<file path="src/rtl/serial_tx_buffer.sv">
// serial_tx_buffer: buffers characters from the IO unit's serial write stream
// in a small circular FIFO and serialises each one as a UART frame
// (start bit, LSB-first data bits, stop bit) on a single idle-high pin.
//
// Optional feature (macro RSD_SERIAL_TX_PARITY_EN): inserts an even-parity
// bit between the last data bit and the stop bit.
//
// Ports:
//   clk              system clock
//   rst              asynchronous, active-high reset
//   serialWE         write strobe, one character per cycle while high
//   serialWriteData  character to enqueue, sampled when serialWE=1
//   serialTx         UART line, idle high (registered)
//   txBusy           frame in flight or FIFO non-empty (registered)
//   fifoFull         FIFO holds FIFO_DEPTH entries (registered)
//   overflow         sticky, set when a write is dropped (registered)
module serial_tx_buffer #(
    parameter int unsigned SERIAL_DATA_WIDTH = 8,
    parameter int unsigned FIFO_DEPTH        = 16,
    parameter int unsigned CLKS_PER_BIT      = 868
) (
    input  logic                         clk,
    input  logic                         rst,
    input  logic                         serialWE,
    input  logic [SERIAL_DATA_WIDTH-1:0] serialWriteData,
    output logic                         serialTx,
    output logic                         txBusy,
    output logic                         fifoFull,
    output logic                         overflow
);

    localparam int unsigned PTR_W  = $clog2(FIFO_DEPTH);
    localparam int unsigned CNT_W  = PTR_W + 1;
    localparam int unsigned BAUD_W = $clog2(CLKS_PER_BIT);
    localparam int unsigned IDX_W  = (SERIAL_DATA_WIDTH > 1) ? $clog2(SERIAL_DATA_WIDTH) : 1;

    localparam logic [CNT_W-1:0]  COUNT_FULL = CNT_W'(FIFO_DEPTH);
    localparam logic [BAUD_W-1:0] BAUD_LAST  = BAUD_W'(CLKS_PER_BIT - 1);
    localparam logic [IDX_W-1:0]  IDX_LAST   = IDX_W'(SERIAL_DATA_WIDTH - 1);

    typedef enum logic [2:0] {
        IDLE,
        START,
        DATA,
        PARITY,
        STOP
    } txState_e;

    txState_e state, stateNext;

    logic [SERIAL_DATA_WIDTH-1:0] mem [FIFO_DEPTH];
    logic [PTR_W-1:0]             wrPtr, rdPtr;
    logic [CNT_W-1:0]             count, countNext;
    logic [BAUD_W-1:0]            baudCnt, baudNext;
    logic [IDX_W-1:0]             bitIdx, bitIdxNext;
    logic [SERIAL_DATA_WIDTH-1:0] shiftReg, shiftNext;
    logic                         serialTxNext;
    logic                         baudWrap;
    logic                         pop, push;
`ifdef RSD_SERIAL_TX_PARITY_EN
    logic                         parityBit, parityNext;
`endif

    assign baudWrap = (baudCnt == BAUD_LAST);

    // Next-state / line logic; a STOP wrap may pop directly so frames abut.
    always_comb begin
        stateNext    = state;
        serialTxNext = serialTx;
        baudNext     = baudCnt;
        bitIdxNext   = bitIdx;
        shiftNext    = shiftReg;
        pop          = 1'b0;
`ifdef RSD_SERIAL_TX_PARITY_EN
        parityNext   = parityBit;
`endif

        if (state != IDLE) begin
            baudNext = baudWrap ? '0 : baudCnt + BAUD_W'(1);
        end

        case (state)
            IDLE: begin
                serialTxNext = 1'b1;
                if (count != '0) begin
                    pop          = 1'b1;
                    shiftNext    = mem[rdPtr];
                    serialTxNext = 1'b0;
                    baudNext     = '0;
                    stateNext    = START;
`ifdef RSD_SERIAL_TX_PARITY_EN
                    parityNext   = ^mem[rdPtr];
`endif
                end
            end
            START: begin
                if (baudWrap) begin
                    serialTxNext = shiftReg[0];
                    shiftNext    = shiftReg >> 1;
                    bitIdxNext   = '0;
                    stateNext    = DATA;
                end
            end
            DATA: begin
                if (baudWrap) begin
                    if (bitIdx == IDX_LAST) begin
`ifdef RSD_SERIAL_TX_PARITY_EN
                        serialTxNext = parityBit;
                        stateNext    = PARITY;
`else
                        serialTxNext = 1'b1;
                        stateNext    = STOP;
`endif
                    end else begin
                        serialTxNext = shiftReg[0];
                        shiftNext    = shiftReg >> 1;
                        bitIdxNext   = bitIdx + IDX_W'(1);
                    end
                end
            end
`ifdef RSD_SERIAL_TX_PARITY_EN
            PARITY: begin
                if (baudWrap) begin
                    serialTxNext = 1'b1;
                    stateNext    = STOP;
                end
            end
`endif
            STOP: begin
                if (baudWrap) begin
                    if (count != '0) begin
                        pop          = 1'b1;
                        shiftNext    = mem[rdPtr];
                        serialTxNext = 1'b0;
                        stateNext    = START;
`ifdef RSD_SERIAL_TX_PARITY_EN
                        parityNext   = ^mem[rdPtr];
`endif
                    end else begin
                        serialTxNext = 1'b1;
                        stateNext    = IDLE;
                    end
                end
            end
            default: begin
                serialTxNext = 1'b1;
                stateNext    = IDLE;
            end
        endcase
    end

    // A full FIFO still accepts a write when a pop frees a slot on the same edge.
    assign push      = serialWE && ((count != COUNT_FULL) || pop);
    assign countNext = count + CNT_W'(push) - CNT_W'(pop);

    always_ff @(posedge clk) begin
        if (push) begin
            mem[wrPtr] <= serialWriteData;
        end
    end

    // State, FIFO bookkeeping and registered outputs.
    always_ff @(posedge clk or posedge rst) begin
        if (rst) begin
            state     <= IDLE;
            serialTx  <= 1'b1;
            baudCnt   <= '0;
            bitIdx    <= '0;
            shiftReg  <= '0;
            wrPtr     <= '0;
            rdPtr     <= '0;
            count     <= '0;
            txBusy    <= 1'b0;
            fifoFull  <= 1'b0;
            overflow  <= 1'b0;
`ifdef RSD_SERIAL_TX_PARITY_EN
            parityBit <= 1'b0;
`endif
        end else begin
            state     <= stateNext;
            serialTx  <= serialTxNext;
            baudCnt   <= baudNext;
            bitIdx    <= bitIdxNext;
            shiftReg  <= shiftNext;
            wrPtr     <= wrPtr + PTR_W'(push);
            rdPtr     <= rdPtr + PTR_W'(pop);
            count     <= countNext;
            txBusy    <= (stateNext != IDLE) || (countNext != '0);
            fifoFull  <= (countNext == COUNT_FULL);
            overflow  <= overflow | (serialWE & ~push);
`ifdef RSD_SERIAL_TX_PARITY_EN
            parityBit <= parityNext;
`endif
        end
    end

endmodule
</file>
<file path="config.mk">
export PLATFORM = sky130hd
export DESIGN_NAME = serial_tx_buffer
export DESIGN_NICKNAME = d
export VERILOG_FILES = /design/src/rtl/serial_tx_buffer.sv
export SDC_FILE = /design/constraint.sdc
export NUM_CORES = 1
export LEC_CHECK = 0
export ABC_CLOCK_PERIOD_IN_PS = 4340
export CORE_MARGIN = 4
export CORE_UTILIZATION = 55
export CTS_BUF_LIST = sky130_fd_sc_hd__clkbuf_4
export DETAILED_ROUTE_END_ITERATION = 8
export PLACE_DENSITY = 0.71
export SETUP_SLACK_MARGIN = 0.15
export SYNTH_ARGS = -nofsm -noshare
export SYNTH_HDL_FRONTEND = slang
export SYNTH_SLANG_ARGS = --single-unit
</file>
<file path="constraint.sdc">
create_clock -name clk -period 4.34 [get_ports clk]
set_input_delay 0.868 -clock clk [delete_from_list [all_inputs] [get_ports clk]]
set_output_delay 0.868 -clock clk [all_outputs]
set_load 0.05 [all_outputs]
</file>
# Word-level counts from Yosys, hierarchy flattened
# Memories as Yosys holds them, arrays and structs flattened.
# Cells that the tools add are included.
# word_totals
romBits	0
output_inout_bits	4
latchBits	0
inputBits	11
memories	1
ramBits	128
elab_cells	77
regBits	41
# memory_table
memory	words	word_bits	read_ports	rd_ports_with_merged_regs	write_ports	line_no	rtl
mem	16	8	1	0	1	51	logic [SERIAL_DATA_WIDTH-1:0] mem [FIFO_DEPTH];
# op_classes
addsub	6
bitwise_logic	3
n_shift	0
n_mux	32
n_lt_le_gt_ge	0
n_eq_ne	11
reduce_logical	13
n_div	0
multipliers	0
# ops
cell	n
two-way mux 10 bit	4
two-way mux 8 bit	5
case mux 8 bit (4 select lines)	1
two-way mux 3 bit	8
case mux 3 bit (4 select lines)	1
adder 10 x 1 -> 10 bit (second input constant)	1
equality test 10 bit (second input constant)	1
two-way mux 1 bit	10
nonzero test 5 bit	2
adder 4 x 1 -> 4 bit	2
inequality test 2 bit (second input constant)	4
equality test 3 bit (second input constant)	2
case mux 3 bit (2 select lines)	1
nonzero test 3 bit	2
adder 5 x 1 -> 5 bit	1
equality test 5 bit (second input constant)	1
inequality test 5 bit (second input constant)	1
AND reduction 5 bit	1
subtractor 5 x 1 -> 5 bit	1
case mux 1 bit (4 select lines)	1
AND reduction 4 bit	1
nonzero test 4 bit	1
adder 3 x 1 -> 3 bit (second input constant)	1
equality test 3 x 1 -> 1 bit (second input constant)	1
10 further kinds	11

# Depth between registers and ports, before layout
# depth
depth_word	10
depth_mapped	16
mapped_depth_nobuf	16

# Least setup slack after synthesis
# OpenSTA, ideal clock, no wires.
# synth_timing
path_type	reg-to-reg
startpoint	reg baudCnt[0]
endpoint	reg txBusy
setup_slack_ns	0.580
path_stages_with_launch	16
n_path_buf	1
synth_period_minus_slack_ns	3.760
setup_ns	0.138
t_arrival_ns	3.622
path_cell_list	dfrtp_1 > ha_1 > or3b_1 > or4_1 > buf_2 > a21o_4 > inv_4 > nand2b_1 > nand2_1 > ha_1 > inv_1 > fa_1 > inv_1 > or3_1 > nor4b_1 > or4b_1
# synth_between
elab_chain_cells	9
# synth_rtl
element	line_no	rtl
start, declared	54	logic [BAUD_W-1:0] baudCnt, baudNext;
start signal, assigned	182	baudCnt <= baudNext;
equality test 10 bit (*)	64	assign baudWrap = (baudCnt == BAUD_LAST);
two-way mux 1 bit (*)	130	if (baudWrap) begin
case mux 1 bit (2 select lines) (*)	82	case (state)
logical OR 1 bit	153	assign push = serialWE && ((count != COUNT_FULL) || pop);
logical AND 1 bit	153	
adder 5 x 1 -> 5 bit	154	assign countNext = count + CNT_W'(push) - CNT_W'(pop);
subtractor 5 x 1 -> 5 bit (*)	154	
net countNext[1]	53	logic [CNT_W-1:0] count, countNext;
nonzero test 5 bit (*)	188	txBusy <= (stateNext != IDLE) || (countNext != '0);
logical OR 1 bit (*)	188	
end signal, assigned	188	
end, declared	27	output logic txBusy,
# Mark *: on every way through the listed nets, which the timed path passes. The rest lies on a longest branch.
# A chain may end at the register's enable or synchronous reset.

# Worst setup path after layout
# Same ends and word-level chain as after synthesis.

==> flow_metrics.py <==
metrics = {
    "run_status": {
        "outcome": "finished, final reports clean",
    },
    "clock_network": {
        "cts_buffers": 17,
        "hold_buffers": 0,
        "ctsResizeCount": 0,
        "htreeDepth": 4,
        "cts.sinks": 169,
        "worst_skew_pair.late_latency_ns": 0.54,
        "clock-root-buffer": "clkbuf_4",
        "path_clk_slew_ns": 0.13,
        "clk_path_buf_depth": 2,
        "post_cts_buffers": 0,
        "cts_tree": "built",
    },
    "worst_hold_path": {
        "whs_path_depth": 2,
        "min_to": "serialTx$_DFFE_PP1P_",
        "hp-start": "serialTx$_DFFE_PP1P_",
        "hold_class": "flop to flop",
    },
    "drt": {
        "first_pass_iters": 5,
        "antenna_left": 0,
        "vias": 3928,
        "drc": 0,
        "wl_per_cell_um": 18.8,
        "drt-vias-per-instance": 5.69,
        "wirelength_mm": 13.0,
        "drt_iter0_drc": 244,
    },
    "power": {
        "power_density_nw_per_um2": 442,
        "ir_worst_vdd_uv": 354,
        "leakage_uw": 0.00287,
        "fin_total_pwr_uw": 3440,
    },
    "sta": {
        "tightest_slew_ns": 1.09,
        "timing.fmax_mhz": 257,
        "drv_slew": 0,
        "clock_skew_ns": 0.00885,
        "fin_setup_tns_ns": 0,
        "finalSetupViolations": 0,
        "rsz0062_at_grt": "no",
        "slew_headroom_pct": 26.7,
        "final.min_clock_period_ns": 3.89,
        "finalHoldViolCount": 0,
        "fin_crit_sh_pct": 89.7,
    },
    "yosys": {
        "syn-instance-count": 477,
        "synth-seq-cells": 169,
        "ys_seq_area_share_pct": 68.4,
        "ys.flop_type": "edfxtp_1",
        "synthTopCellsByCount": "edfxtp_1 (128), mux2i_1 (53), dfrtp_1 (40), nand2_1 (26), nor2_1 (19)",
        "ys_top_cells_by_area": "edfxtp_1 (54%), dfrtp_1 (14%), mux2i_1 (7.4%)",
        "synth_nets": 501,
        "syn_area_sq_um": 7120,
        "ys_types": 52,
        "synthXorXnorAreaFrac_pct": 1.84,
        "yosys.area_share.simple_pct": 7.85,
        "avgSynthCellArea_sq_um": 14.9,
        "synth_compound_area_share_pct": 7.66,
        "muxShareOfSynthArea_pct": 9.66,
        "synth_warnings": 0,
        "synth.most_common_cell": "edfxtp_1",
        "synth-edff-count": 128,
        "yosysTopAreaCell": "edfxtp_1",
        "synth_top_family_by_area": "multiplexers",
        "netlist.area_leader.share_pct": 54.0,
        "ys_async_sr_fraction_pct": 24.3,
        "synthAdderAreaFrac_pct": 2.39,
    },
    "setup_path": {
        "crit_family": "simple AND/OR/NAND/NOR gates",
        "path_max_fanout": 5,
        "crit_chain": "ha_1 > or3b_1 > or4_1 > a21o_4 > inv_4 > nand2b_1 > nand2_1 > ha_1 > inv_1 > fa_1 > xor2_1 > inv_1 > or3_1 > nor4b_1 > or4b_1",
        "max_stage_delay_ns": 0.46,
        "reg2reg_from": "baudCnt[0]$_DFF_PP0_",
        "cp_data_arrival_time_ns": 4.31,
        "start_kind": "flop",
        "reg2reg_depth": 15,
        "endpoint_kind": "flop",
        "crit_type": "flop to flop",
        "cp.buffers_inverters": 3,
        "reg2reg_to": "txBusy$_DFF_PP0_",
        "required_ns": 4.76,
        "slowest_stage": "or4_1",
        "ff2ff_setup_slack_ns": 0.45,
    },
    "grt": {
        "antenna_found_initial": 1,
        "grt_pass1_wl_mm": 20.6,
        "grtUsageTotal_pct": 18.9,
        "grt_pass1_vias": 3830,
        "grt_max_degree": 42,
        "grt.overflow.total": 0,
    },
    "floorplan": {
        "die_area_sq_um": 14800,
        "die_h_um": 122,
        "die_x_um": 122,
        "io_pins": 15,
        "core_sq_um": 12700,
        "initial_core_util_pct": 56.2,
        "rows": 41,
    },
    "cells_and_area": {
        "layout-drive-gt1-share_pct": 12.8,
        "finalNetCount": 529,
        "fin_area_sq_um": 7790,
        "syn2layout_area_growth_pct": 9.36,
    },
    "placed_design": {
        "gp_congestion": 0.852,
        "io_buffers": 14,
        "placed_area_sq_um": 7510,
        "dp_hpwl_mm": 8.67,
    },
    "run": {
        "maxCapViolCount": 0,
    },
}
-- cells by family (layout without fill, tap and decap cells) --
| family | Yosys count | after routing |
|---|---|---|
| flip-flops | 169 | 169 |
| AND/OR/NAND/NOR | 106 | 106 |
| AO/OA/AOI/OAI | 77 | 77 |
| multiplexers | 60 | 60 |
| buffers and inverters | 37 | 77 |
| XOR/XNOR | 15 | 15 |
| adder cells (fa/ha/maj) | 13 | 13 |
| other | 0 | 1 |
-- worst reg2reg max path: stages, from the launching register on --
cell      delay (ns)
dfrtp_1         0.42
ha_1            0.20
or3b_1          0.37
or4_1           0.46
a21o_4          0.26
inv_4           0.07
nand2b_1        0.09
nand2_1         0.07
ha_1            0.16
inv_1           0.05
fa_1            0.38
xor2_1          0.15
inv_1           0.07
or3_1           0.33
nor4b_1         0.22
or4b_1          0.46
-- power breakdown --
| group | total [uW] | internal (uW) | switching (uW) |
|---|---|---|---|
| Combinational | 555 | 225 | 330 |
| Clock | 876 | 345 | 532 |
| Sequential | 2010 | 1920 | 92.5 |
| Total | 3440 | 2490 | 955 |
-- layout by cell type (no fill, tap or decap), drive strengths merged, types with 2 or more instances in the layout --
| cell type | count |
|---|---|
| o21ai | 11 |
| or3b | 2 |
| a22o | 8 |
| nand4 | 5 |
| and2 | 2 |
| o22ai | 6 |
| a211oi | 2 |
| nor2 | 19 |
| a21o | 2 |
| inv | 17 |
| xnor2 | 5 |
| mux4 | 7 |
| clkinv | 8 |
| a21oi | 15 |
| nor4 | 7 |
| clkbuf | 17 |
| nand2 | 26 |
| bufinv | 2 |
| a221oi | 6 |
| mux2i | 53 |
| o31ai | 8 |
| edfxtp | 128 |
| a22oi | 14 |
| dfrtp | 40 |
| clkdlybuf4s50 | 14 |
| or4 | 2 |
| or4b | 2 |
| nand3 | 7 |
| or2 | 2 |
| nor2b | 5 |
| nand2b | 8 |
| or3 | 4 |
| ha | 12 |
| nor4b | 2 |
| xor2 | 10 |
| buf | 18 |
| nor3 | 11 |
-- layout make-up --
| type | instances | area (sq um) |
|---|---|---|
| antenna | 1 | 2.50 |
| clock buffer | 17 | 128 |
| clock inverter | 14 | 148 |
| fill | 971 | 4880 |
| inverter | 14 | 55.1 |
| multi-input combinational | 271 | 2090 |
| sequential | 169 | 4870 |
| tap | 172 | 215 |
| timing repair buffer | 32 | 275 |
-- state kept, by name, summed over array words and instances, names as in the netlist, 3 cells and up --
register and cells:
mem 128, baudCnt 10, shiftReg 8, count 5
rdPtr 4, wrPtr 4, bitIdx 3, state 3
-- worst max-delay path by stage --
stage / startpoint / to / slack (ns) / cells after the start
2_1_floorplan: baudCnt[0]$_DFF_PP0_ / txBusy$_DFF_PP0_ / 0.58 / 15
3_3_place_gp: baudCnt[0]$_DFF_PP0_ / txBusy$_DFF_PP0_ / 0.54 / 15
3_5_place_dp: baudCnt[0]$_DFF_PP0_ / txBusy$_DFF_PP0_ / 0.46 / 15
4_1_cts: baudCnt[0]$_DFF_PP0_ / txBusy$_DFF_PP0_ / 0.45 / 15
5_1_grt: baudCnt[0]$_DFF_PP0_ / txBusy$_DFF_PP0_ / 0.15 / 15
6_report: baudCnt[0]$_DFF_PP0_ / txBusy$_DFF_PP0_ / 0.45 / 15
-- layer usage --
metal / track usage [%] / vias to the layer above / routed length, um
li1: - / 1890 / -
met1: 25.7 / 1943 / 5810
met2: 30.9 / 86 / 6500
met3: 4.60 / 9 / 542
met4: 5.46 / 0 / 113
met5: 0 / - / 0
-- per-stage QoR --
stage	util (%)	cells	worst slack (ns)	hold slack, ns
5_1_grt	61.5	690	0.151	0.514
2_1_floorplan	-	477	0.580	0.449
4_1_cts	61.5	689	0.452	0.498
6_report	61.5	690	0.448	0.497
3_3_place_gp	59.3	658	0.543	0.462
3_5_place_dp	59.3	658	0.465	0.471
Note: power is estimated with default switching activity, not from simulation.
